===== config.mk =====
export PLATFORM = sky130hd
export DESIGN_NAME = coax_buffered_tx
export DESIGN_NICKNAME = d
export VERILOG_FILES = /design/src/rtl/coax_pkg.sv /design/src/rtl/coax_tx_fifo.sv /design/src/rtl/coax_buffered_tx.sv
export SDC_FILE = /design/constraint.sdc
export NUM_CORES = 1
export LEC_CHECK = 0
export ABC_AREA = 1
export CAP_MARGIN = 10
export CORE_UTILIZATION = 25
export DETAILED_ROUTE_END_ITERATION = 10
export PLACE_DENSITY_LB_ADDON = 0.15
export SYNTH_ARGS = -nofsm -noshare
export SYNTH_HDL_FRONTEND = slang
export SYNTH_SLANG_ARGS = --single-unit

===== constraint.sdc =====
create_clock -name clk -period 2.95 [get_ports clk]
set_clock_uncertainty 0.05 [all_clocks]
set_input_delay 0.295 -clock clk [delete_from_list [all_inputs] [get_ports clk]]
set_output_delay 0.295 -clock clk [all_outputs]
set_load 0.05 [all_outputs]

===== src/rtl/coax_pkg.sv =====
// Shared definitions for the buffered coax Manchester transmitter.
package coax_pkg;

   localparam int CPB_DEFAULT = 8;
   localparam int DW_DEFAULT  = 10;

   // Frame states in line order: quiesce, code violation, then per word sync/data/parity, then end.
   typedef enum logic [3:0] {
      ST_IDLE,
      ST_LQ1, ST_LQ2, ST_LQ3, ST_LQ4, ST_LQ5, ST_LQ6,
      ST_CV1, ST_CV2, ST_CV3,
      ST_SYNC, ST_DATA, ST_PARITY,
      ST_END1, ST_END2, ST_END3
   } state_t;

   // Manchester symbol for one bit: complement in the first half, true value in the second.
   function automatic logic manchester(input logic first_half, input logic bit_value);
      return first_half ? ~bit_value : bit_value;
   endfunction

endpackage


===== src/rtl/coax_tx_fifo.sv =====
// Word FIFO feeding the transmitter; push and pop may happen in the same clock.
module coax_tx_fifo
   import coax_pkg::*;
#(
   parameter int DATA_WIDTH = DW_DEFAULT,
   parameter int DEPTH      = 8
) (
   input  logic                  clk,
   input  logic                  reset_n,
   input  logic                  push,
   input  logic [DATA_WIDTH-1:0] data,
   input  logic                  pop,
   output logic                  full,
   output logic                  empty,
   output logic [DATA_WIDTH-1:0] head
);

   localparam int AW = $clog2(DEPTH);
   localparam logic [AW:0] FULL_COUNT = (AW+1)'(DEPTH);

   logic [DATA_WIDTH-1:0] mem [DEPTH];
   logic [AW-1:0]         wr_ptr;
   logic [AW-1:0]         rd_ptr;
   logic [AW:0]           count;

   // Pointers wrap naturally because DEPTH is a power of two; count tracks occupancy.
   always_ff @(posedge clk or negedge reset_n) begin
      if (!reset_n) begin
         wr_ptr <= '0;
         rd_ptr <= '0;
         count  <= '0;
      end else begin
         if (push) wr_ptr <= wr_ptr + AW'(1);
         if (pop)  rd_ptr <= rd_ptr + AW'(1);
         case ({push, pop})
            2'b10:   count <= count + (AW+1)'(1);
            2'b01:   count <= count - (AW+1)'(1);
            default: count <= count;
         endcase
      end
   end

   // Storage needs no reset; only occupied entries are ever read.
   always_ff @(posedge clk) begin
      if (push) mem[wr_ptr] <= data;
   end

   assign full  = (count == FULL_COUNT);
   assign empty = (count == '0);
   assign head  = mem[rd_ptr];

endmodule


===== src/rtl/coax_buffered_tx.sv =====
// Buffered coax transmitter: queues words and sends them as Manchester frames,
// chaining queued words back-to-back inside one frame.
//
// Input handshake: a word is accepted on a rising clk edge when data_valid and
// data_ready are both high; data_valid while data_ready is low has no effect.
module coax_buffered_tx
   import coax_pkg::*;
#(
   parameter int CLOCKS_PER_BIT = CPB_DEFAULT,
   parameter int DATA_WIDTH     = DW_DEFAULT,
   parameter int DEPTH          = 8
) (
   input  logic                  clk,
   input  logic                  reset_n,
   input  logic [DATA_WIDTH-1:0] data,
   input  logic                  data_valid,
   output logic                  data_ready,
   output logic                  tx,
   output logic                  active,
   output logic                  tx_delay,
   output logic                  busy,
   output logic                  empty
);

   localparam int CW = $clog2(CLOCKS_PER_BIT);
   localparam int BW = (DATA_WIDTH > 1) ? $clog2(DATA_WIDTH) : 1;
   localparam logic [CW-1:0] LAST_COUNT = CW'(CLOCKS_PER_BIT - 1);
   localparam logic [CW-1:0] HALF_COUNT = CW'(CLOCKS_PER_BIT / 2);
   localparam logic [BW-1:0] LAST_BIT   = BW'(DATA_WIDTH - 1);

   state_t                state;
   logic [CW-1:0]         bit_count;
   logic [BW-1:0]         bit_index;
   logic [DATA_WIDTH-1:0] shift_reg;
   logic                  parity;
   logic [1:0]            delay_stage;

   logic                  fifo_full;
   logic                  fifo_empty;
   logic [DATA_WIDTH-1:0] fifo_head;
   logic                  push;
   logic                  pop;
   logic                  strobe;
   logic                  first_half;

   assign strobe     = (bit_count == LAST_COUNT);
   assign first_half = (bit_count < HALF_COUNT);
   assign push       = data_valid && !fifo_full;
   assign pop        = strobe && ((state == ST_CV3) || ((state == ST_PARITY) && !fifo_empty));

   coax_tx_fifo #(
      .DATA_WIDTH (DATA_WIDTH),
      .DEPTH      (DEPTH)
   ) u_fifo (
      .clk     (clk),
      .reset_n (reset_n),
      .push    (push),
      .data    (data),
      .pop     (pop),
      .full    (fifo_full),
      .empty   (fifo_empty),
      .head    (fifo_head)
   );

   // Frame sequencer with bit timer; every move except leaving IDLE waits for the bit strobe.
   always_ff @(posedge clk or negedge reset_n) begin
      if (!reset_n) begin
         state     <= ST_IDLE;
         bit_count <= '0;
         bit_index <= '0;
         shift_reg <= '0;
         parity    <= 1'b0;
      end else if (state == ST_IDLE) begin
         bit_count <= '0;
         if (!fifo_empty) state <= ST_LQ1;
      end else begin
         bit_count <= strobe ? '0 : bit_count + CW'(1);
         if (strobe) begin
            case (state)
               ST_LQ1:  state <= ST_LQ2;
               ST_LQ2:  state <= ST_LQ3;
               ST_LQ3:  state <= ST_LQ4;
               ST_LQ4:  state <= ST_LQ5;
               ST_LQ5:  state <= ST_LQ6;
               ST_LQ6:  state <= ST_CV1;
               ST_CV1:  state <= ST_CV2;
               ST_CV2:  state <= ST_CV3;
               ST_CV3: begin
                  shift_reg <= fifo_head;
                  parity    <= 1'b1;
                  bit_index <= '0;
                  state     <= ST_SYNC;
               end
               ST_SYNC: state <= ST_DATA;
               ST_DATA: begin
                  shift_reg <= shift_reg << 1;
                  parity    <= parity ^ shift_reg[DATA_WIDTH-1];
                  if (bit_index == LAST_BIT) state <= ST_PARITY;
                  else                       bit_index <= bit_index + BW'(1);
               end
               ST_PARITY: begin
                  // A queued word continues the frame without another quiesce.
                  if (!fifo_empty) begin
                     shift_reg <= fifo_head;
                     parity    <= 1'b1;
                     bit_index <= '0;
                     state     <= ST_SYNC;
                  end else begin
                     state <= ST_END1;
                  end
               end
               ST_END1: state <= ST_END2;
               ST_END2: state <= ST_END3;
               ST_END3: state <= ST_IDLE;
               default: state <= ST_IDLE;
            endcase
         end
      end
   end

   // Line encoding decoded straight from the registered state and bit timer.
   always_comb begin
      tx = 1'b0;
      case (state)
         ST_LQ1, ST_LQ2, ST_LQ3,
         ST_LQ4, ST_LQ5, ST_LQ6: tx = manchester(first_half, 1'b1);
         ST_CV1:                 tx = 1'b0;
         ST_CV2:                 tx = manchester(first_half, 1'b1);
         ST_CV3:                 tx = 1'b1;
         ST_SYNC:                tx = manchester(first_half, 1'b1);
         ST_DATA:                tx = manchester(first_half, shift_reg[DATA_WIDTH-1]);
         ST_PARITY:              tx = manchester(first_half, parity);
         ST_END1:                tx = manchester(first_half, 1'b0);
         ST_END2, ST_END3:       tx = 1'b1;
         default:                tx = 1'b0;
      endcase
   end

   // Two-clock copy of the line, held at ones whenever the driver is off.
   always_ff @(posedge clk or negedge reset_n) begin
      if (!reset_n)     delay_stage <= 2'b11;
      else if (!active) delay_stage <= 2'b11;
      else              delay_stage <= {delay_stage[0], tx};
   end

   assign busy       = (state != ST_IDLE);
   assign active     = ((state == ST_LQ1) && !first_half) ||
                       ((state != ST_IDLE) && (state != ST_LQ1));
   assign tx_delay   = active ? delay_stage[1] : 1'b0;
   assign data_ready = !fifo_full;
   assign empty      = fifo_empty;

endmodule


==> impl_summary.md <==
Run status
The run finished with clean final reports.

Power and ir drop
In this run the power density over the cells is ~910 nW/um^2. The largest voltage drop on the vdd net is 409 uV. The leakage dissipation is around 0.0027 uW.

CTS
The number of clock sinks is 114. The number of post-CTS setup repair buffers is 0. The H-tree was split into 4 levels. No sink is reached through more buffers than the 2 on the longest clock path. The register clock-pin slew on the reported worst setup and hold paths is approximately 0.050 ns.

The master cell of the clock root buffer is clkbuf_16. The TritonCTS buffer count is 17. The clock latency on the worst-skew pair is between 0.4 and 0.5 ns. TritonCTS built the clock tree.

Place
OpenSTA, run right after detailed placement, puts the worst setup slack at between 0.5 and 0.6 ns. The half-perimeter wire length after detailed placement is between 7000 and 8000 um. The total placed cells including tap cells is ~800.

The weighted congestion at the end of routability-driven global placement is a little under 0.9. The count of port buffers added during placement is 18.

Finish
From synthesis to final layout, the design area changed by 22.0%. The flip-flop count of the largest register, all copies and words added is 80. The number of nets in the finished design is roughly 570.

The number of antenna repair diodes is 0. The ratio of cells with drive above 1 in the final layout is 0.114. The count of placed standard cells in the final layout, fillers left out is roughly 830.

Logic synthesis
Among all flip-flop cells after synthesis, the most frequent one is edfxtp_1. The number of warnings issued by yosys is 0. Yosys mapped a number of flops with a built-in enable equal to 80.

A synthesized cell averages 9.99 um^2. After synthesis the netlist holds a flip-flop and latch count of 114. The post-synthesis instance area is just over 5000 um^2.

Counting every net in the synthesized netlist gives ~540. The share of the Yosys chip area taken by registers is 0.631. After technology mapping, the gate count stands at slightly above 500.

The proportion of register bits with asynchronous set or reset after synthesis is 0.298. The netlist uses 33 different library cells.

Timing
Setup repair after global routing left no endpoint under its margin. At the pin with the least slew margin, the transition time is 0.813 ns. The time the final worst path needs with I/O delays and setup is roughly 2.7 ns. Dividing the final minimum period by the clock period gives 0.901. Setup slack closes at slightly below 0.3 ns. Setup total negative slack on the finished layout was measured at 0 ns. The fmax is roughly 380 MHz. The final hold violation count is 0. Hold is met by around 0.39 ns. Setup violations remaining at the end of the flow were counted as 0. The worst slew slack as a fraction of its limit is 0.458.

The final max-slew violation count is 0.

GRT
The number of global-route vias before repair is 3514. The wire length of the first global-routing pass is slightly below 20000 um. The maximum number of pins on one net before global-route repair is 42. The initial antenna violation count is 0. The total global routing overflow is 0. For this run, the total global-route usage over all layers was measured as 0.123.

Setup path
STA classifies the critical path endpoint as an output pin. STA classifies the critical path startpoint as a register. At the worst endpoint, the required time is 2.61 ns. The highest fanout seen on the critical path is 6. The arrival time at the worst endpoint is between 2 and 2.5 ns. The critical path in this run is classified as register to output pin.

Floorplanning
The initial utilization of the core area, before any placement, comes to 0.255. The boundary pin count is 19. In this run the core area contains 52 standard-cell rows. After floorplanning, the core was sized to cover approximately 20000 um^2.

The die is about 150 um wide. The die covers about 21000 um^2. The floorplan step set the die height to between 100 and 150 um.

Drt
The total vias in the final route is roughly 3500. For this run, design rule violations remaining after detail routing come to 0. Dividing the detail-routed wire length by the instance count gives 14.3 um.

The number of DRC markers after the initial detailed-route iteration is 170. The first detailed-routing pass ran for 5 iterations. Wires add up to between 10000 and 15000 um. Dividing the detail-routed via count by the number of cells gives ~4.2. The number of antenna-violating nets in the routed design is 0.

Hold path
The type of the most critical hold path is register to register.

Flow run
Across the run, the number of max-cap violations was 0.
## cells by family (layout without fill, tap and decap cells)
| family | Yosys count | count (layout) | share of synthesized area |
|---|---|---|---|
| compound gates | 21 | 21 | 0.0218 |
| simple gates | 311 | 311 | 0.262 |
| buf+inv | 50 | 96 | 0.0420 |
| xor+xnor | 10 | 10 | 0.0170 |
| flops | 114 | 114 | 0.631 |
| fa+ha+maj | 10 | 10 | 0.0257 |
## cells in the mapped netlist, types with 2 or more instances
| cell type | instances | area (um^2) |
|---|---|---|
| dfstp_2 | 2 | 52.6 |
| xor2_1 | 7 | 61.3 |
| clkbuf_1 | 5 | 18.8 |
| a21oi_1 | 2 | 10.0 |
| nand2_1 | 179 | 672 |
| dfrtp_1 | 32 | 801 |
| buf_6 | 2 | 22.5 |
| edfxtp_1 | 80 | 2400 |
| nand2_4 | 3 | 33.8 |
| xnor2_1 | 3 | 26.3 |
| nand4_1 | 4 | 25.0 |
| nand2_2 | 3 | 18.8 |
| buf_2 | 10 | 50.1 |
| o21ai_0 | 12 | 60.1 |
| ha_1 | 9 | 113 |
| nor2_4 | 2 | 22.5 |
| inv_1 | 26 | 97.6 |
| nor2_2 | 2 | 12.5 |
| nor2_1 | 41 | 154 |
| nand3_1 | 71 | 355 |
| o211ai_1 | 2 | 15.0 |
| inv_2 | 4 | 15.0 |
| o21ai_1 | 4 | 20.0 |
| nand3_2 | 2 | 20.0 |
## critical path, cell delays in order (launching register included)
cell             delay [ns]
dfrtp_1                0.47
inv_2                  0.12
o211ai_1               0.38
nand2_1                0.09
inv_1                  0.06
clkdlybuf4s50_1        0.79
## timing repair
action | in CTS | in global routing
hold buffers | 1 | 0
hold endpoints to repair | 32 | 0
gates resized for setup | 0 | 0
endpoints found under the setup margin | 0 | 0
## where the power goes
part | switching [uW] | internal [uW]
registers | 154 | 2030
clock network | 699 | 1390
logic | 984 | 453
## through the flow
step	instance area, um^2	power (uW)	util
finish	6290	5710	0.311
global route	6290	6060	0.311
CTS	6290	5800	0.311
detailed placement	5690	3670	0.281
global placement	5690	3650	0.281
floorplan	5160	3200	-
## final timing paths
path                              start  slack [ns]         endpoint  cells past startpoint
min reg2reg                bit_count[0]        0.39     bit_count[0]                      1
max reg2reg                    state[0]        0.52  u_fifo.count[3]                     15
max in group asynchronous       reset_n        1.85     shift_reg[5]                      2
min in group asynchronous       reset_n        0.48     bit_index[0]                      2
min                        bit_count[0]        0.39     bit_count[0]                      1
max                            state[0]        0.29         tx_delay                      5
## placed cells by master (no fill, tap or decap), types with 2 or more instances in the layout
cell / netlist / routed
clkinv_1: 1 / 3
buf_4: 0 / 15
nand2_4: 3 / 3
nand4_1: 4 / 4
o21ai_0: 12 / 12
o21ai_1: 4 / 4
clkinv_2: 1 / 4
inv_1: 26 / 26
nand3_2: 2 / 2
xor2_1: 7 / 7
o211ai_1: 2 / 2
dfrtp_1: 32 / 32
inv_2: 4 / 4
nor2_2: 2 / 2
clkbuf_16: 0 / 17
ha_1: 9 / 9
xnor2_1: 3 / 3
a21oi_1: 2 / 2
clkdlybuf4s50_1: 0 / 17
nand3_1: 71 / 71
nor2_1: 41 / 41
clkinvlp_4: 0 / 2
edfxtp_1: 80 / 80
nor2_4: 2 / 2
dfstp_2: 2 / 2
nand2_1: 179 / 179
bufinv_16: 0 / 4
nand2_2: 3 / 3
## routing by layer
| layer | GRT usage | routed length, um | vias up |
|---|---|---|---|
| met5 | 0 | 0 | - |
| li1 | - | - | 1781 |
| met2 | 0.208 | 5870 | 46 |
| met1 | 0.154 | 5670 | 1649 |
| met3 | 0.0288 | 249 | 7 |
| met4 | 0.0416 | 129 | 0 |
## cell type report
type,count,area (um^2)
Clock buffer,18,429
Clock inverter,12,166
Fill cell,2094,13900
Inverter,32,121
Multi-Input combinational cell,352,1680
Sequential cell,114,3260
Tap cell,270,338
Timing Repair Buffer,34,298
(Power assumes the default switching activity.)
